[src/rtl/tone_analyzer_pkg.sv]
// tone_pkg: crossing-FSM state encoding and default tone levels shared by the analyzer blocks
package tone_pkg;
  localparam int TONE_MIDPOINT = 128;
  localparam int TONE_HYSTERESIS = 8;
  typedef enum logic [1:0] {SEEK_LOW = 2'd0, LOW = 2'd1, HIGH = 2'd2} tone_state_e;
endpackage

[src/rtl/tone_analyzer_if.sv]
// tone_analyzer_if: sample stream in, period/peak measurement and status out
interface tone_analyzer_if #(
  parameter int PERIOD_W = 16
);
  logic                sample_valid;
  logic [8:0]          sample;
  logic [PERIOD_W-1:0] period;
  logic [8:0]          peak_max;
  logic [8:0]          peak_min;
  logic                result_valid;
  logic                locked;
  logic                no_signal;
  modport master (
    output sample_valid, sample,
    input  period, peak_max, peak_min, result_valid, locked, no_signal
  );
  modport slave (
    input  sample_valid, sample,
    output period, peak_max, peak_min, result_valid, locked, no_signal
  );
endinterface

[src/rtl/tone_crossing_detector.sv]
// tone_crossing_detector: hysteresis threshold FSM; pulses rising_event_o on a valid low-to-high crossing
module tone_crossing_detector
  import tone_pkg::*;
#(
  parameter int MIDPOINT   = TONE_MIDPOINT,
  parameter int HYSTERESIS = TONE_HYSTERESIS
) (
  input  logic       clk,
  input  logic       rst_n,
  input  logic       sample_valid_i,
  input  logic [8:0] sample_i,
  input  logic       clear_i,
  output logic       rising_event_o
);
  localparam logic [8:0] LO_TH = 9'(MIDPOINT - HYSTERESIS);
  localparam logic [8:0] HI_TH = 9'(MIDPOINT + HYSTERESIS);
  tone_state_e state_q, state_d;
  logic is_low, is_high;
  assign is_low = sample_i <= LO_TH;
  assign is_high = sample_i >= HI_TH;
  assign rising_event_o = sample_valid_i && state_q == LOW && is_high;
  // SEEK_LOW and HIGH both only react to a low sample, so they share one rule
  always_comb
    state_d = clear_i ? SEEK_LOW :
              !sample_valid_i ? state_q :
              rising_event_o ? HIGH :
              is_low ? LOW : state_q;
  always_ff @(posedge clk or negedge rst_n)
    if (!rst_n) state_q <= SEEK_LOW;
    else state_q <= state_d;
endmodule

[src/rtl/tone_analyzer.sv]
// tone_analyzer: measures samples-per-cycle and peak levels of a tone between rising crossings
module tone_analyzer
  import tone_pkg::*;
#(
  parameter int MIDPOINT   = TONE_MIDPOINT,
  parameter int HYSTERESIS = TONE_HYSTERESIS,
  parameter int PERIOD_W   = 16
) (
  input  logic           clk,
  input  logic           rst_n,
  tone_analyzer_if.slave bus
);
  localparam logic [PERIOD_W-1:0] CNT_MAX = '1;
  logic                rising_event, timeout, advance, report;
  logic [PERIOD_W-1:0] cnt_q, cnt_d, period_q, period_d;
  logic [8:0]          run_max_q, run_max_d, run_min_q, run_min_d;
  logic [8:0]          peak_max_q, peak_max_d, peak_min_q, peak_min_d;
  logic                active_q, active_d, locked_q, locked_d;
  logic                no_signal_q, no_signal_d, result_valid_q, result_valid_d;
  tone_crossing_detector #(.MIDPOINT(MIDPOINT), .HYSTERESIS(HYSTERESIS)) u_det (
    .clk            (clk),
    .rst_n          (rst_n),
    .sample_valid_i (bus.sample_valid),
    .sample_i       (bus.sample),
    .clear_i        (timeout),
    .rising_event_o (rising_event)
  );
  // a saturated counter gives up unless this very sample is the crossing
  assign timeout = bus.sample_valid && active_q && !rising_event && cnt_q == CNT_MAX;
  assign advance = bus.sample_valid && active_q && !rising_event && !timeout;
  assign report = rising_event && active_q;
  always_comb begin
    cnt_d = rising_event ? PERIOD_W'(1) : advance ? cnt_q + PERIOD_W'(1) : cnt_q;
    run_max_d = rising_event ? bus.sample : advance && bus.sample > run_max_q ? bus.sample : run_max_q;
    run_min_d = rising_event ? bus.sample : advance && bus.sample < run_min_q ? bus.sample : run_min_q;
    period_d = report ? cnt_q : period_q;
    peak_max_d = report ? run_max_q : peak_max_q;
    peak_min_d = report ? run_min_q : peak_min_q;
    result_valid_d = report;
    active_d = rising_event ? 1'b1 : timeout ? 1'b0 : active_q;
    locked_d = report ? 1'b1 : timeout ? 1'b0 : locked_q;
    no_signal_d = report ? 1'b0 : timeout ? 1'b1 : no_signal_q;
  end
  always_ff @(posedge clk or negedge rst_n)
    if (!rst_n) begin
      cnt_q          <= '0;
      run_max_q      <= 9'd0;
      run_min_q      <= 9'd511;
      period_q       <= '0;
      peak_max_q     <= 9'd0;
      peak_min_q     <= 9'd0;
      result_valid_q <= 1'b0;
      active_q       <= 1'b0;
      locked_q       <= 1'b0;
      no_signal_q    <= 1'b0;
    end else begin
      cnt_q          <= cnt_d;
      run_max_q      <= run_max_d;
      run_min_q      <= run_min_d;
      period_q       <= period_d;
      peak_max_q     <= peak_max_d;
      peak_min_q     <= peak_min_d;
      result_valid_q <= result_valid_d;
      active_q       <= active_d;
      locked_q       <= locked_d;
      no_signal_q    <= no_signal_d;
    end
  assign bus.period = period_q;
  assign bus.peak_max = peak_max_q;
  assign bus.peak_min = peak_min_q;
  assign bus.result_valid = result_valid_q;
  assign bus.locked = locked_q;
  assign bus.no_signal = no_signal_q;
endmodule

[src/flat_wrapper.sv]
// flat-port wrapper written by rule: the top's interface ports become plain ports
module tone_analyzer_flat import tone_pkg::*;
#(
  parameter int MIDPOINT   = TONE_MIDPOINT,
  parameter int HYSTERESIS = TONE_HYSTERESIS,
  parameter int PERIOD_W   = 16
)
  (clk, rst_n, bus_sample_valid, bus_sample, bus_period, bus_peak_max, bus_peak_min, bus_result_valid, bus_locked, bus_no_signal);
  tone_analyzer_if #(.PERIOD_W(PERIOD_W)) bus_i ();
  input  logic clk;
  input  logic rst_n;
  input wire logic [$bits(bus_i.sample_valid)-1:0] bus_sample_valid;
  input wire logic [$bits(bus_i.sample)-1:0] bus_sample;
  output wire logic [$bits(bus_i.period)-1:0] bus_period;
  output wire logic [$bits(bus_i.peak_max)-1:0] bus_peak_max;
  output wire logic [$bits(bus_i.peak_min)-1:0] bus_peak_min;
  output wire logic [$bits(bus_i.result_valid)-1:0] bus_result_valid;
  output wire logic [$bits(bus_i.locked)-1:0] bus_locked;
  output wire logic [$bits(bus_i.no_signal)-1:0] bus_no_signal;
  assign bus_i.sample_valid = bus_sample_valid;
  assign bus_i.sample = bus_sample;
  assign bus_period = bus_i.period;
  assign bus_peak_max = bus_i.peak_max;
  assign bus_peak_min = bus_i.peak_min;
  assign bus_result_valid = bus_i.result_valid;
  assign bus_locked = bus_i.locked;
  assign bus_no_signal = bus_i.no_signal;
  tone_analyzer #(.MIDPOINT(MIDPOINT), .HYSTERESIS(HYSTERESIS), .PERIOD_W(PERIOD_W)) u_core (.clk(clk), .rst_n(rst_n), .bus(bus_i));
endmodule
[config.mk]
export PLATFORM = sky130hd
export DESIGN_NAME = tone_analyzer_flat
export DESIGN_NICKNAME = d
export VERILOG_FILES = /design/src/rtl/tone_analyzer_pkg.sv /design/src/rtl/tone_analyzer_if.sv /design/src/rtl/tone_crossing_detector.sv /design/src/rtl/tone_analyzer.sv /design/src/flat_wrapper.sv
export SDC_FILE = /design/constraint.sdc
export NUM_CORES = 1
export LEC_CHECK = 0
export BUFFER_PORTS_ARGS = -buffer_cell sky130_fd_sc_hd__buf_2
export CAP_MARGIN = 0
export CELL_PAD_IN_SITES_DETAIL_PLACEMENT = 0
export CELL_PAD_IN_SITES_GLOBAL_PLACEMENT = 2
export CORE_ASPECT_RATIO = 1.2
export CORE_MARGIN = 2
export CORE_UTILIZATION = 40
export DETAILED_ROUTE_END_ITERATION = 8
export GPL_ROUTABILITY_DRIVEN = 0
export PLACE_DENSITY_LB_ADDON = 0.2
export SLEW_MARGIN = 20
export SYNTH_ARGS = -nofsm -noshare
export SYNTH_HDL_FRONTEND = slang
export SYNTH_SLANG_ARGS = --single-unit
export TNS_END_PERCENT = 50
[constraint.sdc]
create_clock -name clk -period 4.75 [get_ports clk]
set_input_delay 0.95 -clock clk [delete_from_list [all_inputs] [get_ports clk]]
set_output_delay 0.95 -clock clk [all_outputs]
set_load 0.02 [all_outputs]
* Word level (Yosys, flattened, before mapping)
Index checks and enable logic that the tools add are counted.
** Operators by class
- Multiplexer cells :: 15
- Equality and inequality tests :: 2
- Reductions and logical operators :: 19
- Order comparisons :: 4
- Add/sub/neg operators :: 1
** Operators by type and width (number)
- $mux W9 :: 4
- $mux W16 :: 2
- $add A16 B1 Y16 const B :: 1
- $eq A16 B16 Y1 const B :: 1
- $reduce_bool A2 Y1 :: 6
- $ge A9 B8 Y1 const B :: 1
- $gt A9 B9 Y1 :: 1
- $le A9 B7 Y1 const B :: 1
- $logic_and A1 B1 Y1 :: 9
- $lt A9 B9 Y1 :: 1
- $mux W2 :: 4
- $mux W1 :: 5
- $reduce_bool A3 Y1 :: 1
- $eq A2 B1 Y1 const B :: 1
- $logic_not A1 Y1 :: 2
- $reduce_and A2 Y1 :: 1
** Word-level totals
- Flip-flop bits (word level) :: 74
- Input port bits :: 12

* Depth between registers and ports, before layout
Gate-level depths: netlist of run 1.
- Depth after elaboration :: 11
- Depth in mapped cells :: 7
- Mapped depth without buffers :: 7

* Modules after synthesis
A second synthesis of run 1 with hierarchy kept.
** Second synthesis, totals
- Cells, all modules :: 347
- Area, all modules :: 3783.6 sq um
** Modules (own cells, without submodules)
- tone_analyzer :: area an instance 3646.0 sq um, cells an instance 332, sequential area each 1813.0 sq um, instances 1
- tone_crossing_detector :: area an instance 137.6 sq um, cells an instance 15, sequential area each 50.0 sq um, instances 1

* Worst setup path after synthesis of run 1
OpenSTA, ideal clock, no wires.
- Path kind :: input to register
- From :: input bus_sample[7]
- To :: register u_core.run_min_q[2]
- Path buffers :: 0
- Stages on the path :: 6
- Arrival time :: 2.588 ns
- Setup slack :: 2.079 ns
- Cells stage by stage :: ha_1 -> a21oi_1 -> nand2_1 -> a221o_1 -> o31ai_4 -> mux2_2
** Between the ends
- Cells in the longest elaborated chain, start to end :: 9
** Ends and longest elaborated chain
- from (decl) :: RTL line flat_wrapper.sv:13 : input wire logic [$bits(bus_i.sample)-1:0] bus_sample;
- $ge A9 B8 Y1 :: RTL line tone_crossing_detector.sv:20 : assign is_high = sample_i >= HI_TH;
- $logic_and A1 B1 Y1 :: RTL line tone_crossing_detector.sv:21 : assign rising_event_o = sample_valid_i && state_q == LOW && is_high;
- $logic_not A1 Y1 :: RTL line tone_analyzer.sv:29, tone_analyzer.sv:30
- $logic_and A1 B1 Y1 :: RTL line tone_analyzer.sv:29, tone_analyzer.sv:30
- $logic_and A1 B1 Y1 :: RTL line tone_analyzer.sv:29 : assign timeout = bus.sample_valid && active_q && !rising_event && cnt_q == CNT_MAX;
- $logic_not A1 Y1 :: RTL line tone_analyzer.sv:30 : assign advance = bus.sample_valid && active_q && !rising_event && !timeout;
- $logic_and A1 B1 Y1 :: RTL line tone_analyzer.sv:30
- $logic_and A1 B1 Y1 :: RTL line tone_analyzer.sv:35 : run_min_d = rising_event ? bus.sample : advance && bus.sample < run_min_q ? bus.sample : run_min_q;
- $reduce_bool A2 Y1 (no source line)
- to (signal assigned) :: RTL line tone_analyzer.sv:59 : run_min_q <= run_min_d;
- to (decl) :: RTL line tone_analyzer.sv:16 : logic [8:0] run_max_q, run_max_d, run_min_q, run_min_d;
Several ways; a longest one is shown, not always the timed one.
A chain may end at the register's enable or synchronous reset.

* Worst setup path in the final report of run 1
- From :: input bus_sample[4]
- To :: register u_core.run_max_q[0]
** Between the ends
- Cells in the longest elaborated chain, start to end :: 9
** Ends and longest elaborated chain
- $ge A9 B8 Y1 :: RTL line tone_crossing_detector.sv:20
- $logic_and A1 B1 Y1 :: RTL line tone_crossing_detector.sv:21
- $logic_not A1 Y1 :: RTL line tone_analyzer.sv:29, tone_analyzer.sv:30
- $logic_and A1 B1 Y1 :: RTL line tone_analyzer.sv:29, tone_analyzer.sv:30
- $logic_and A1 B1 Y1 :: RTL line tone_analyzer.sv:29
- $logic_not A1 Y1 :: RTL line tone_analyzer.sv:30
- $logic_and A1 B1 Y1 :: RTL line tone_analyzer.sv:30
- $logic_and A1 B1 Y1 :: RTL line tone_analyzer.sv:34 : run_max_d = rising_event ? bus.sample : advance && bus.sample > run_max_q ? bus.sample : run_max_q;
- $reduce_bool A2 Y1 (no source line)
- to (signal assigned) :: RTL line tone_analyzer.sv:58 : run_max_q <= run_max_d;
- to (decl) :: RTL line tone_analyzer.sv:16
Several ways; a longest one is shown, not always the timed one.

==> results of run 1 <==
## final timing paths
kind	start	slack (ns)	to
max	bus_sample[4]	2.13	u_core.run_max_q[0]
min	u_core.bus.peak_min[4]	0.48	u_core.bus.peak_min[4]
max reg2reg	u_core.run_min_q[7]	2.30	u_core.run_min_q[3]
min reg2reg	u_core.bus.peak_min[4]	0.48	u_core.bus.peak_min[4]
max in group asynchronous	rst_n	3.31	u_core.run_min_q[1]
min in group asynchronous	rst_n	0.60	u_core.bus.period[10]
## cells in the final DEF (no fill, tap or decap), types with 10 or more instances in the layout
master / netlist / final
sky130_fd_sc_hd__a21oi_1: 10 / 10
sky130_fd_sc_hd__buf_2: 2 / 47
sky130_fd_sc_hd__clkbuf_8: 0 / 10
sky130_fd_sc_hd__dfrtp_1: 65 / 65
sky130_fd_sc_hd__ha_1: 18 / 18
sky130_fd_sc_hd__inv_1: 22 / 22
sky130_fd_sc_hd__mux2_2: 29 / 29
sky130_fd_sc_hd__nand2_1: 30 / 30
sky130_fd_sc_hd__nor2_1: 14 / 14
sky130_fd_sc_hd__o21ai_0: 23 / 23
## per-layer routing
layer,vias to the layer above,share of wire (%)
li1,1216,-
met1,1179,45
met2,41,50
met3,12,2.9
met4,0,2.1
met5,-,0
## stage by stage
stage	area [sq um]	utilization [%]
after floorplan	3543	-
after global placement	3928	45.61
after detailed placement	3928	45.61
after CTS	4130	47.97
after global routing	4133	47.99
final	4133	47.99
## critical path: stages
cell                        delay [ns]
sky130_fd_sc_hd__buf_2            0.14
sky130_fd_sc_hd__ha_1             0.33
sky130_fd_sc_hd__a21oi_1          0.13
sky130_fd_sc_hd__o21ai_0          0.11
sky130_fd_sc_hd__a2111oi_1        0.60
sky130_fd_sc_hd__o31ai_4          0.23
sky130_fd_sc_hd__mux2_1           0.36
## registers in the layout (all words and copies together), names as in the netlist
signal / flops
u_core.bus.period: 16
u_core.cnt_q: 16
u_core.bus.peak_max: 9
u_core.bus.peak_min: 9
u_core.run_max_q: 9
u_core.run_min_q: 9
u_core.u_det.state_q: 2
u_core.active_q: 1
u_core.bus.locked: 1
u_core.bus.no_signal: 1
u_core.bus.result_valid: 1
## cells by family after synthesis
group / Yosys count
buf+inv: 30
xor+xnor: 7
fa+ha+maj: 18
compound gates: 62
flops: 74
mux: 36
simple gates: 80
## final cells by class
type / count / area, sq um / share of cell area [%]
clock inverters: 6 / 65.06 / 1.574
well taps: 117 / 146.4 / 3.542
flip-flops and latches: 74 / 1863 / 45.08
repair buffers: 52 / 272.8 / 6.600
multi-input cells: 203 / 1565 / 37.87
clock buffers: 10 / 137.6 / 3.330
inverters: 22 / 82.58 / 1.998
## power by group through the flow
| stage | logic (mW) | registers, mW | clock network [mW] |
|---|---|---|---|
| 2_1_floorplan | 0.468 | 1.08 | 0 |
| 3_3_place_gp | 0.798 | 0.980 | 0 |
| 3_5_place_dp | 0.808 | 0.987 | 0 |
| 4_1_cts | 0.811 | 0.975 | 0.524 |
| 5_1_grt | 0.903 | 1.00 | 0.559 |
| 6_report | 0.795 | 0.973 | 0.508 |
==> metrics.txt, run 1 <==
# TYPE chip_impl_metric gauge
chip_impl_metric{name="core",unit="sq mm"} 0.008611
chip_impl_info{name="gr-max-usage-layer",value="met2"} 1
chip_impl_metric{name="top_level_ports",unit=""} 49
chip_impl_metric{name="avgViaCountPerCell",unit=""} 5.058
chip_impl_metric{name="met3_usage",unit="%"} 3.233
chip_impl_metric{name="p_switching",unit="mW"} 0.8265
chip_impl_metric{name="tns",unit="ns"} 0
chip_impl_metric{name="async_reset_ff_share",unit="%"} 100.0
chip_impl_metric{name="yosysWarnings",unit=""} 0
chip_impl_metric{name="count_of_final_max_slew_check_failures",unit=""} 0
chip_impl_info{name="synthFlopType",value="sky130_fd_sc_hd__dfrtp_1"} 1
chip_impl_metric{name="dieWidth",unit="um"} 89.92
chip_impl_metric{name="ys_seq_area_share",unit="%"} 52.58
chip_impl_metric{name="htree_num_levels",unit=""} 3
chip_impl_metric{name="leakage",unit="nW"} 2.017
chip_impl_metric{name="detailroute.via_count",unit=""} 2448
chip_impl_info{name="cts_tree",value="yes"} 1
chip_impl_metric{name="finalCritPeriodShare",unit="%"} 55.09
chip_impl_metric{name="synth_simple_gate_area_share",unit="%"} 11.72
chip_impl_metric{name="hold_viol",unit=""} 0
chip_impl_info{name="hp-class",value="reg -> reg"} 1
chip_impl_metric{name="pin_count_of_the_biggest_net_entering_global_routing",unit=""} 47
chip_impl_metric{name="synth_xor_xnor_area_share",unit="%"} 1.730
chip_impl_info{name="unrepaired_setup_endpoints_after_global_routing",value="no"} 1
chip_impl_info{name="synthDominantAreaCellType",value="sky130_fd_sc_hd__dfrtp_1"} 1
chip_impl_metric{name="antenna_violating_nets_remaining",unit=""} 0
chip_impl_metric{name="design.die.area",unit="sq mm"} 0.009631
chip_impl_metric{name="total_setup_violations_reported_at_the_end_of_the_flow",unit=""} 0
chip_impl_metric{name="drt_pre_antenna_iters",unit=""} 4
chip_impl_metric{name="clk_latency",unit="ns"} 0.36
chip_impl_metric{name="die_h",unit="um"} 107.1
chip_impl_metric{name="global_route.usage.total",unit="%"} 16.86
chip_impl_metric{name="postSynthNetCount",unit=""} 337
chip_impl_metric{name="fin_total_pwr",unit="mW"} 2.275
chip_impl_metric{name="drt-wirelength-per-cell",unit="um"} 15.07
chip_impl_metric{name="crit_fanout",unit=""} 9
chip_impl_metric{name="final_cell_count_no_fill",unit=""} 484
chip_impl_metric{name="power_frac_clock",unit="%"} 22.3
chip_impl_metric{name="grtUsageMet1",unit="%"} 20.89
chip_impl_metric{name="final_layout_size_suffix_gt1_share",unit="%"} 31.61
chip_impl_metric{name="cell_internal_pwr",unit="mW"} 1.449
chip_impl_metric{name="synth-seq-cells",unit=""} 74
chip_impl_metric{name="cts_hold_repair.buffers",unit=""} 0
chip_impl_metric{name="synthesis.area_per_instance",unit="sq um"} 11.54
chip_impl_metric{name="layout.nets",unit=""} 392
chip_impl_metric{name="finalClockSkew",unit="ns"} 0.009605
chip_impl_metric{name="grt_antenna_before_repair",unit=""} 0
chip_impl_metric{name="pwr-share-comb",unit="%"} 34.9
chip_impl_metric{name="cts-root-to-sink-buffers",unit=""} 2
chip_impl_metric{name="clock-sinks",unit=""} 74
chip_impl_metric{name="whs_path_depth",unit=""} 2
chip_impl_metric{name="drv.max_cap_violation_count",unit=""} 0
chip_impl_metric{name="pre_cts_slack",unit="ns"} 1.756
chip_impl_info{name="run_status",value="completed"} 1
chip_impl_metric{name="area_growth_syn_to_layout",unit="%"} 16.63
chip_impl_metric{name="grtUsageMet2",unit="%"} 28.84
chip_impl_metric{name="peak_supply_drop",unit="mV"} 0.2461
chip_impl_metric{name="initial_core_util",unit="%"} 41.15
chip_impl_metric{name="core.rowCount",unit=""} 37
chip_impl_metric{name="clock_pin_slew_of_the_registers_on_the_worst_case_setup_and_hold_paths",unit="ns"} 0.08
chip_impl_metric{name="io_buffer_count",unit=""} 48
chip_impl_metric{name="synth.area.mux_share",unit="%"} 11.41
chip_impl_metric{name="synth_cells",unit=""} 307
chip_impl_metric{name="drt-initial-drc-count",unit=""} 168
chip_impl_metric{name="netlist.area_leader.share",unit="%"} 45.90
chip_impl_metric{name="post_cts.resized_instances",unit=""} 0
chip_impl_metric{name="tritoncts.num_buffers",unit=""} 9
chip_impl_metric{name="fillers",unit=""} 844
chip_impl_info{name="clk_root_buffer_cell",value="sky130_fd_sc_hd__clkbuf_8"} 1
chip_impl_metric{name="yosysUniqueCellTypes",unit=""} 51
chip_impl_metric{name="antenna-diode-count",unit=""} 0
chip_impl_info{name="post_synth_most_frequent_cells",value="sky130_fd_sc_hd__dfrtp_1, sky130_fd_sc_hd__nand2_1, sky130_fd_sc_hd__mux2_2"} 1
chip_impl_metric{name="post_synth_fa_ha_maj_area_fraction",unit="%"} 6.356
chip_impl_info{name="synth_top_family_by_area",value="compound AO/OA/AOI/OAI gates"} 1
chip_impl_metric{name="p_sw_share",unit="%"} 36.32
chip_impl_metric{name="grt_pass1_vias",unit=""} 2543
chip_impl_metric{name="power.density",unit="mW/mm^2"} 550.6
chip_impl_metric{name="max_slew_margin",unit="%"} 59.23
chip_impl_metric{name="clock.fmax",unit="MHz"} 382.1
chip_impl_metric{name="grt_pass1_wl",unit="um"} 12830
chip_impl_metric{name="timing.reg2reg.worst_path_depth",unit=""} 7
chip_impl_metric{name="synth-edff-count",unit=""} 0
chip_impl_metric{name="grt-ovfl-total",unit=""} 0
chip_impl_metric{name="cts_setup_buffers",unit=""} 0
chip_impl_metric{name="power_frac_seq",unit="%"} 42.8
chip_impl_info{name="setup.worst_path.end_class",value="flip-flop"} 1
chip_impl_info{name="worst-setup-path-type",value="in -> reg"} 1
chip_impl_metric{name="netlist_area",unit="sq mm"} 0.003543
chip_impl_metric{name="detail_route.wirelength",unit="um"} 7293
chip_impl_metric{name="post_route_drc_violation_count",unit=""} 0
chip_impl_info{name="synthMostInstantiatedCell",value="sky130_fd_sc_hd__dfrtp_1"} 1
chip_impl_metric{name="dpl.cell_count",unit=""} 468
chip_impl_metric{name="max_slew.worst_pin.slew",unit="ns"} 0.6069
chip_impl_info{name="timing.critical_path.from_type",value="primary input"} 1
chip_impl_metric{name="timing.hold.ws",unit="ns"} 0.4821
chip_impl_metric{name="finalWorstSetupSlack",unit="ns"} 2.133
chip_impl_metric{name="synth_compound_area_share",unit="%"} 12.96
chip_impl_metric{name="critPathRequiredTime",unit="ns"} 4.99
chip_impl_metric{name="layout_min_cycle_time",unit="ns"} 2.617
chip_impl_info{name="post_synth_main_area_contributors",value="sky130_fd_sc_hd__dfrtp_1, sky130_fd_sc_hd__mux2_2, sky130_fd_sc_hd__dfstp_2, sky130_fd_sc_hd__ha_1, sky130_fd_sc_hd__o21ai_0"} 1
chip_impl_metric{name="cp_data_arrival_time",unit="ns"} 2.86
chip_impl_metric{name="dp_hpwl",unit="um"} 5198
Note: power is estimated with default switching activity, not from simulation.
==> inputs of run 2 (changes only) <==
CORE_UTILIZATION = 38   (was 40)
clock period = 2.7 ns   (was 4.75 ns; I/O delays follow)
==> run 2 against run 1 <==
  * Total power increased by 80%
  * Final area increased by 2.4%
  * Sequential power increased by 76%
  * Largest cell class unchanged
  * Largest power group unchanged
  * Critical path type is now reg -> reg
==> metrics.txt, run 2 (same netlist as run 1, synthesis figures left out) <==
# TYPE chip_impl_metric gauge
chip_impl_info{name="run_status",value="completed"} 1
chip_impl_metric{name="final_layout_size_suffix_gt1_share",unit="%"} 32.63
chip_impl_metric{name="timing.reg2reg.worst_path_depth",unit=""} 8
chip_impl_info{name="worst_path_max_delay_cell",value="sky130_fd_sc_hd__dfstp_2"} 1
chip_impl_metric{name="grt_pass1_wl",unit="um"} 12650
chip_impl_metric{name="pre_cts_slack",unit="ns"} 0.1948
chip_impl_metric{name="max_slew.worst_pin.slew",unit="ns"} 0.9162
chip_impl_metric{name="top_level_ports",unit=""} 49
chip_impl_metric{name="postLayoutCoreUtil",unit="%"} 46.84
chip_impl_info{name="layout_commonest_cell",value="sky130_fd_sc_hd__dfrtp_1"} 1
chip_impl_metric{name="clock.fmax",unit="MHz"} 429.8
chip_impl_metric{name="area_growth_syn_to_layout",unit="%"} 19.42
chip_impl_metric{name="power_frac_seq",unit="%"} 41.7
chip_impl_metric{name="pin_count_of_the_biggest_net_entering_global_routing",unit=""} 75
chip_impl_metric{name="clock_pin_slew_of_the_registers_on_the_worst_case_setup_and_hold_paths",unit="ns"} 0.07
chip_impl_metric{name="power_frac_clock",unit="%"} 21.4
chip_impl_metric{name="htree_num_levels",unit=""} 3
chip_impl_metric{name="avgViaCountPerCell",unit=""} 5.020
chip_impl_metric{name="global_route.usage.total",unit="%"} 16.53
chip_impl_metric{name="post_route_drc_violation_count",unit=""} 0
chip_impl_metric{name="critPathRequiredTime",unit="ns"} 2.98
chip_impl_metric{name="cts-root-to-sink-buffers",unit=""} 2
chip_impl_metric{name="finalCritPeriodShare",unit="%"} 86.18
chip_impl_metric{name="max_slew_margin",unit="%"} 38.92
chip_impl_metric{name="cp_data_arrival_time",unit="ns"} 2.61
chip_impl_metric{name="drt_pre_antenna_iters",unit=""} 4
chip_impl_info{name="launch_point_of_the_worst_reg_to_reg_path",value="u_core.run_min_q[7]"} 1
chip_impl_metric{name="grt_antenna_before_repair",unit=""} 0
chip_impl_metric{name="clock-sinks",unit=""} 74
chip_impl_metric{name="timing.hold.ws",unit="ns"} 0.3199
chip_impl_metric{name="io_buffer_count",unit=""} 48
chip_impl_metric{name="crit_fanout",unit=""} 6
chip_impl_metric{name="drt-initial-drc-count",unit=""} 65
chip_impl_metric{name="placedInstanceArea",unit="sq mm"} 0.004034
chip_impl_metric{name="design.die.area",unit="sq mm"} 0.01012
chip_impl_metric{name="tns",unit="ns"} 0
chip_impl_metric{name="hold_viol",unit=""} 0
chip_impl_metric{name="worstSetupPathDepth",unit=""} 8
chip_impl_metric{name="peak_supply_drop",unit="mV"} 0.4875
chip_impl_info{name="worstSetupStartpoint",value="u_core.run_min_q[7]"} 1
chip_impl_metric{name="core.rowCount",unit=""} 38
chip_impl_metric{name="cts_hold_repair.buffers",unit=""} 0
chip_impl_metric{name="grt_pass1_vias",unit=""} 2512
chip_impl_metric{name="critPathMaxStageDelay",unit="ns"} 0.53
chip_impl_info{name="timing.critical_path.from_type",value="flip-flop"} 1
chip_impl_info{name="clk_root_buffer_cell",value="sky130_fd_sc_hd__clkbuf_8"} 1
chip_impl_info{name="endpoint",value="u_core.run_min_q[5]"} 1
chip_impl_info{name="critical_path.top_delay_family",value="compound AO/OA/AOI/OAI gates"} 1
chip_impl_info{name="most-common-layout-cells",value="sky130_fd_sc_hd__dfrtp_1, sky130_fd_sc_hd__buf_2, sky130_fd_sc_hd__nand2_1"} 1
chip_impl_metric{name="die_h",unit="um"} 109.8
chip_impl_info{name="cts_tree",value="yes"} 1
chip_impl_metric{name="worst-path-buf-inv",unit=""} 2
chip_impl_metric{name="layout_min_cycle_time",unit="ns"} 2.327
chip_impl_metric{name="grt-ovfl-total",unit=""} 0
chip_impl_metric{name="total_setup_violations_reported_at_the_end_of_the_flow",unit=""} 0
chip_impl_metric{name="layout.nets",unit=""} 402
chip_impl_metric{name="cell_internal_pwr",unit="mW"} 2.655
chip_impl_metric{name="p_sw_share",unit="%"} 35.27
chip_impl_metric{name="power.density",unit="mW/mm^2"} 969.1
chip_impl_metric{name="dp_hpwl",unit="um"} 5483
chip_impl_info{name="worst-setup-path-type",value="reg -> reg"} 1
chip_impl_metric{name="detail_route.wirelength",unit="um"} 7587
chip_impl_info{name="unrepaired_setup_endpoints_after_global_routing",value="no"} 1
chip_impl_metric{name="count_of_final_max_slew_check_failures",unit=""} 0
chip_impl_metric{name="detailroute.via_count",unit=""} 2495
chip_impl_info{name="setup.worst_path.end_class",value="flip-flop"} 1
chip_impl_metric{name="pwr-share-comb",unit="%"} 36.9
chip_impl_metric{name="drv.max_cap_violation_count",unit=""} 0
chip_impl_metric{name="antenna_violating_nets_remaining",unit=""} 0
chip_impl_metric{name="finalClockSkew",unit="ns"} 0.007408
chip_impl_metric{name="fin_area",unit="sq mm"} 0.004232
chip_impl_metric{name="timing.reg2reg.setup_slack",unit="ns"} 0.37
chip_impl_metric{name="core",unit="sq mm"} 0.009034
chip_impl_metric{name="p_switching",unit="mW"} 1.446
chip_impl_metric{name="tritoncts.num_buffers",unit=""} 9
chip_impl_metric{name="dieWidth",unit="um"} 92.15
chip_impl_metric{name="antenna-diode-count",unit=""} 0
chip_impl_metric{name="finalWorstSetupSlack",unit="ns"} 0.3731
chip_impl_info{name="worstReg2RegEnd",value="u_core.run_min_q[5]"} 1
chip_impl_metric{name="cts_setup_buffers",unit=""} 0
chip_impl_info{name="worst_path_cell_trace",value="inv_1 > ha_1 > a21oi_1 > nand2_1 > a221o_1 > o31ai_4 > buf_4 > mux2_2"} 1
chip_impl_info{name="hp-class",value="in -> async"} 1
chip_impl_metric{name="drt-wirelength-per-cell",unit="um"} 15.27
chip_impl_metric{name="leakage",unit="nW"} 2.073
chip_impl_metric{name="post_cts.resized_instances",unit=""} 0
chip_impl_metric{name="initial_core_util",unit="%"} 39.22
chip_impl_metric{name="clk_latency",unit="ns"} 0.36
[run 2: changes by cell type in the layout (fill, tap and decap cells not counted), sizes merged]
cell / before / now
clkbuf: 10 / 14
inv: 23 / 22
clkinvlp: 1 / 0
buf: 52 / 62
clkinv: 3 / 1
[run 2: per-layer routing]
layer  part of all wire, %  up-vias  global-route usage, %
li1                      -     1238                      -
met1                    46     1211                  20.70
met2                    49       36                  27.10
met3                   3.3       10                  4.524
met4                   1.5        0                  7.036
met5                     0        -                      0
[run 2: worst min path at each step]
stage                                start                      to  slack (ns)  cells past startpoint
CTS                                  rst_n   u_core.bus.period[13]        0.35                      1
global route                         rst_n   u_core.bus.period[11]        0.40                      1
detailed placement  u_core.bus.peak_min[7]  u_core.bus.peak_min[7]        0.47                      2
floorplan                            rst_n         u_core.active_q        0.24                      0
finish                               rst_n   u_core.bus.period[13]        0.32                      1
global placement    u_core.bus.peak_min[1]  u_core.bus.peak_min[1]        0.46                      2
[run 2: power by group through the flow]
stage	Sequential (mW)	Combinational, mW	Clock, mW
floorplan	1.89	0.824	0
global placement	1.73	1.52	0
detailed placement	1.73	1.54	0
CTS	1.71	1.54	0.909
global route	1.76	1.71	0.956
finish	1.71	1.51	0.878
[run 2: stage by stage]
stage	std cells	power, mW
4_1_cts	497	4.167
5_1_grt	497	4.425
3_3_place_gp	481	3.248
6_report	497	4.101
2_1_floorplan	307	2.717
3_5_place_dp	481	3.270
[run 2: layout make-up]
cell class	instances	area (sq um)
flip-flops and latches	74	1863
clock inverters	2	35.03
well taps	120	150.1
clock buffers	14	162.7
repair buffers	62	372.9
inverters	22	82.58
multi-input cells	203	1565
fillers	890	4802
==> inputs of run 3 (changes only) <==
ABC_AREA = 1   (was not set)
CORE_UTILIZATION = 34   (was 38)
==> run 3 against run 2 <==
  * Global-route usage is 0.25 points lower
  * Critical path depth is 2 higher
  * First-iteration DRC count grew 94%
  * Non-clock buffer count fell by 11
  * Clock skew decreased by 0.0040 ns
  * Register-to-register slack better by 0.40 ns
  * Sequential share of layout area shrank 2.0 points
  * Total power rose by 8.0%
  * Flip-flop and latch count did not move
  * Synthesized cell count is 50% higher
  * Critical path type unchanged
==> metrics.txt, run 3 <==
# TYPE chip_impl_metric gauge
chip_impl_metric{name="finalCritPeriodShare",unit="%"} 71.37
chip_impl_metric{name="cp_data_arrival_time",unit="ns"} 2.21
chip_impl_info{name="post_synth_most_frequent_cells",value="sky130_fd_sc_hd__nand2_1, sky130_fd_sc_hd__dfrtp_1, sky130_fd_sc_hd__inv_1"} 1
chip_impl_metric{name="postSynthNetCount",unit=""} 492
chip_impl_metric{name="leakage",unit="nW"} 2.327
chip_impl_metric{name="fillers",unit=""} 1086
chip_impl_metric{name="crit_fanout",unit=""} 10
chip_impl_metric{name="power.density",unit="mW/mm^2"} 998.6
chip_impl_metric{name="top_level_ports",unit=""} 49
chip_impl_info{name="worst-setup-path-type",value="reg -> reg"} 1
chip_impl_metric{name="layout_min_cycle_time",unit="ns"} 1.927
chip_impl_info{name="most-common-layout-cells",value="sky130_fd_sc_hd__nand2_1, sky130_fd_sc_hd__dfrtp_1, sky130_fd_sc_hd__inv_1"} 1
chip_impl_metric{name="synth_cells",unit=""} 462
chip_impl_metric{name="antenna-diode-count",unit=""} 0
chip_impl_metric{name="drt-initial-drc-count",unit=""} 126
chip_impl_info{name="setup.worst_path.end_class",value="flip-flop"} 1
chip_impl_info{name="run_status",value="completed"} 1
chip_impl_metric{name="core",unit="sq mm"} 0.01062
chip_impl_metric{name="max_slew.worst_pin.slew",unit="ns"} 0.9811
chip_impl_metric{name="cell_internal_pwr",unit="mW"} 2.783
chip_impl_metric{name="synth-seq-cells",unit=""} 74
chip_impl_metric{name="yosysUniqueCellTypes",unit=""} 29
chip_impl_metric{name="final_layout_size_suffix_gt1_share",unit="%"} 17.02
chip_impl_metric{name="dieWidth",unit="um"} 99.77
chip_impl_metric{name="timing.reg2reg.worst_path_depth",unit=""} 10
chip_impl_metric{name="tritoncts.num_buffers",unit=""} 9
chip_impl_metric{name="grt_pass1_vias",unit=""} 2984
chip_impl_info{name="worstReg2RegEnd",value="u_core.run_min_q[5]"} 1
chip_impl_metric{name="global_route.usage.total",unit="%"} 16.28
chip_impl_metric{name="clk_latency",unit="ns"} 0.34
chip_impl_metric{name="avgViaCountPerCell",unit=""} 4.751
chip_impl_metric{name="drv.max_cap_violation_count",unit=""} 0
chip_impl_metric{name="grt-ovfl-total",unit=""} 0
chip_impl_metric{name="io_buffer_count",unit=""} 48
chip_impl_metric{name="drt_pre_antenna_iters",unit=""} 4
chip_impl_metric{name="yosysWarnings",unit=""} 0
chip_impl_metric{name="power_frac_seq",unit="%"} 37.9
chip_impl_metric{name="synth-edff-count",unit=""} 0
chip_impl_metric{name="antenna_violating_nets_remaining",unit=""} 0
chip_impl_metric{name="fin_total_pwr",unit="mW"} 4.429
chip_impl_metric{name="count_of_final_max_slew_check_failures",unit=""} 0
chip_impl_metric{name="p_switching",unit="mW"} 1.646
chip_impl_metric{name="netlist.area_leader.share",unit="%"} 43.46
chip_impl_metric{name="pin_count_of_the_biggest_net_entering_global_routing",unit=""} 75
chip_impl_metric{name="grt_antenna_before_repair",unit=""} 0
chip_impl_metric{name="grt_pass1_wl",unit="um"} 14860
chip_impl_info{name="launch_point_of_the_worst_reg_to_reg_path",value="u_core.run_min_q[8]"} 1
chip_impl_info{name="layout_commonest_cell",value="sky130_fd_sc_hd__nand2_1"} 1
chip_impl_info{name="cts_tree",value="yes"} 1
chip_impl_metric{name="design.die.area",unit="sq mm"} 0.01187
chip_impl_info{name="synthFlopType",value="sky130_fd_sc_hd__dfrtp_1"} 1
chip_impl_metric{name="htree_num_levels",unit=""} 3
chip_impl_metric{name="core.rowCount",unit=""} 41
chip_impl_info{name="clk_root_buffer_cell",value="sky130_fd_sc_hd__clkbuf_16"} 1
chip_impl_metric{name="fin_area",unit="sq mm"} 0.004436
chip_impl_metric{name="finalClockSkew",unit="ns"} 0.003372
chip_impl_metric{name="post_cts.resized_instances",unit=""} 0
chip_impl_metric{name="timing.hold.ws",unit="ns"} 0.3336
chip_impl_metric{name="peak_supply_drop",unit="mV"} 0.3135
chip_impl_metric{name="layout.nets",unit=""} 542
chip_impl_metric{name="clock-sinks",unit=""} 74
chip_impl_metric{name="drt-wirelength-per-cell",unit="um"} 13.95
chip_impl_info{name="synthMostInstantiatedCell",value="sky130_fd_sc_hd__nand2_1"} 1
chip_impl_metric{name="critPathRequiredTime",unit="ns"} 2.98
chip_impl_metric{name="dp_hpwl",unit="um"} 6239
chip_impl_metric{name="detailroute.via_count",unit=""} 3069
chip_impl_info{name="unrepaired_setup_endpoints_after_global_routing",value="no"} 1
chip_impl_metric{name="clock_pin_slew_of_the_registers_on_the_worst_case_setup_and_hold_paths",unit="ns"} 0.06
chip_impl_info{name="timing.critical_path.from_type",value="flip-flop"} 1
chip_impl_info{name="post_synth_main_area_contributors",value="sky130_fd_sc_hd__dfrtp_1, sky130_fd_sc_hd__nand2_1, sky130_fd_sc_hd__dfstp_2, sky130_fd_sc_hd__ha_1, sky130_fd_sc_hd__nand3_1"} 1
chip_impl_metric{name="clock.fmax",unit="MHz"} 518.9
chip_impl_metric{name="pwr-share-comb",unit="%"} 33.5
chip_impl_metric{name="hold_viol",unit=""} 0
chip_impl_info{name="synthDominantAreaCellType",value="sky130_fd_sc_hd__dfrtp_1"} 1
chip_impl_metric{name="placedInstanceArea",unit="sq mm"} 0.004120
chip_impl_metric{name="power_frac_clock",unit="%"} 28.7
chip_impl_metric{name="cts_setup_buffers",unit=""} 0
chip_impl_metric{name="tns",unit="ns"} 0
chip_impl_metric{name="initial_core_util",unit="%"} 35.24
chip_impl_metric{name="synthesis.area_per_instance",unit="sq um"} 8.100
chip_impl_metric{name="total_setup_violations_reported_at_the_end_of_the_flow",unit=""} 0
chip_impl_metric{name="p_sw_share",unit="%"} 37.17
chip_impl_metric{name="ys_seq_area_share",unit="%"} 49.78
chip_impl_metric{name="cts-root-to-sink-buffers",unit=""} 2
chip_impl_metric{name="async_reset_ff_share",unit="%"} 100.0
chip_impl_metric{name="area_growth_syn_to_layout",unit="%"} 18.52
chip_impl_metric{name="max_slew_margin",unit="%"} 34.59
chip_impl_metric{name="post_route_drc_violation_count",unit=""} 0
chip_impl_metric{name="cts_hold_repair.buffers",unit=""} 0
chip_impl_info{name="hp-class",value="in -> async"} 1
chip_impl_metric{name="detail_route.wirelength",unit="um"} 9013
chip_impl_metric{name="netlist_area",unit="sq mm"} 0.003742
chip_impl_metric{name="die_h",unit="um"} 118.9
chip_impl_metric{name="timing.reg2reg.setup_slack",unit="ns"} 0.77
==> run 3: changes by cell type after synthesis, sizes merged, moves of 3 or more <==
cell	delta
inv	+27
and3	-5
and4	-3
mux2	-35
or4	-4
o31ai	-6
a211oi	-4
xor2	-3
nand3b	+4
o21ai	+11
nand2	+138
nor2	+21
nand3	+33
==> run 3: metal layers <==
| layer | routed length (um) | GRT usage, % |
|---|---|---|
| met5 | 0 | 0 |
| met4 | 174 | 7.449 |
| met3 | 306 | 2.523 |
| met2 | 4669 | 28.97 |
| met1 | 3861 | 19.00 |
==> run 3: stage by stage <==
stage	instances	utilization [%]	worst slack (ns)
detailed placement	630	38.80	0.6012
global placement	630	38.80	0.5942
finish	646	41.77	0.7729
CTS	646	41.77	0.7420
floorplan	462	-	1.001
global route	646	41.77	0.5555
==> run 3: logic make-up after synthesis <==
family	share of synthesized area (%)
simple gates	30.49
flops	49.78
buf+inv	6.553
compound gates	6.687
fa+ha+maj	6.018
xor+xnor	0.4682
==> run 3: worst max-delay path, cell delays in order (launching register included) <==
cell and delay [ns]:
sky130_fd_sc_hd__dfstp_2 0.52, sky130_fd_sc_hd__inv_1 0.06, sky130_fd_sc_hd__ha_1 0.29, sky130_fd_sc_hd__a21o_1 0.18
sky130_fd_sc_hd__nor2_1 0.12, sky130_fd_sc_hd__nand2_1 0.06, sky130_fd_sc_hd__nor2_1 0.18, sky130_fd_sc_hd__nand2_4 0.13
sky130_fd_sc_hd__nand2_2 0.19, sky130_fd_sc_hd__nand2_1 0.07, sky130_fd_sc_hd__nand2_1 0.06
==> run 3: power groups by stage <==
stage	registers (mW)	clock network [mW]	logic, mW
after floorplan	1.86	0	0.911
after global placement	1.70	0	1.50
after detailed placement	1.70	0	1.51
after CTS	1.69	1.29	1.52
after global routing	1.73	1.33	1.72
final	1.68	1.27	1.48
==> run 3: how the worst max path moves through the flow <==
stage / slack (ns) / cells after the start / from / endpoint
2_1_floorplan: 1.00 / 9 / bus_sample[8] / u_core.run_min_q[0]
3_3_place_gp: 0.59 / 11 / bus_sample[4] / u_core.run_min_q[6]
3_5_place_dp: 0.60 / 11 / bus_sample[4] / u_core.run_min_q[5]
4_1_cts: 0.74 / 10 / u_core.run_min_q[8] / u_core.run_min_q[5]
5_1_grt: 0.56 / 10 / u_core.run_min_q[8] / u_core.run_min_q[5]
6_report: 0.77 / 10 / u_core.run_min_q[8] / u_core.run_min_q[5]
==> run 3: cell type report <==
type | count | area [sq um] | share of cell area, %
multi-input cells | 327 | 1634 | 36.84
clock inverters | 4 | 48.80 | 1.100
repair buffers | 51 | 277.8 | 6.262
well taps | 129 | 161.4 | 3.639
inverters | 49 | 183.9 | 4.147
clock buffers | 12 | 266.5 | 6.008
flip-flops and latches | 74 | 1863 | 42.00
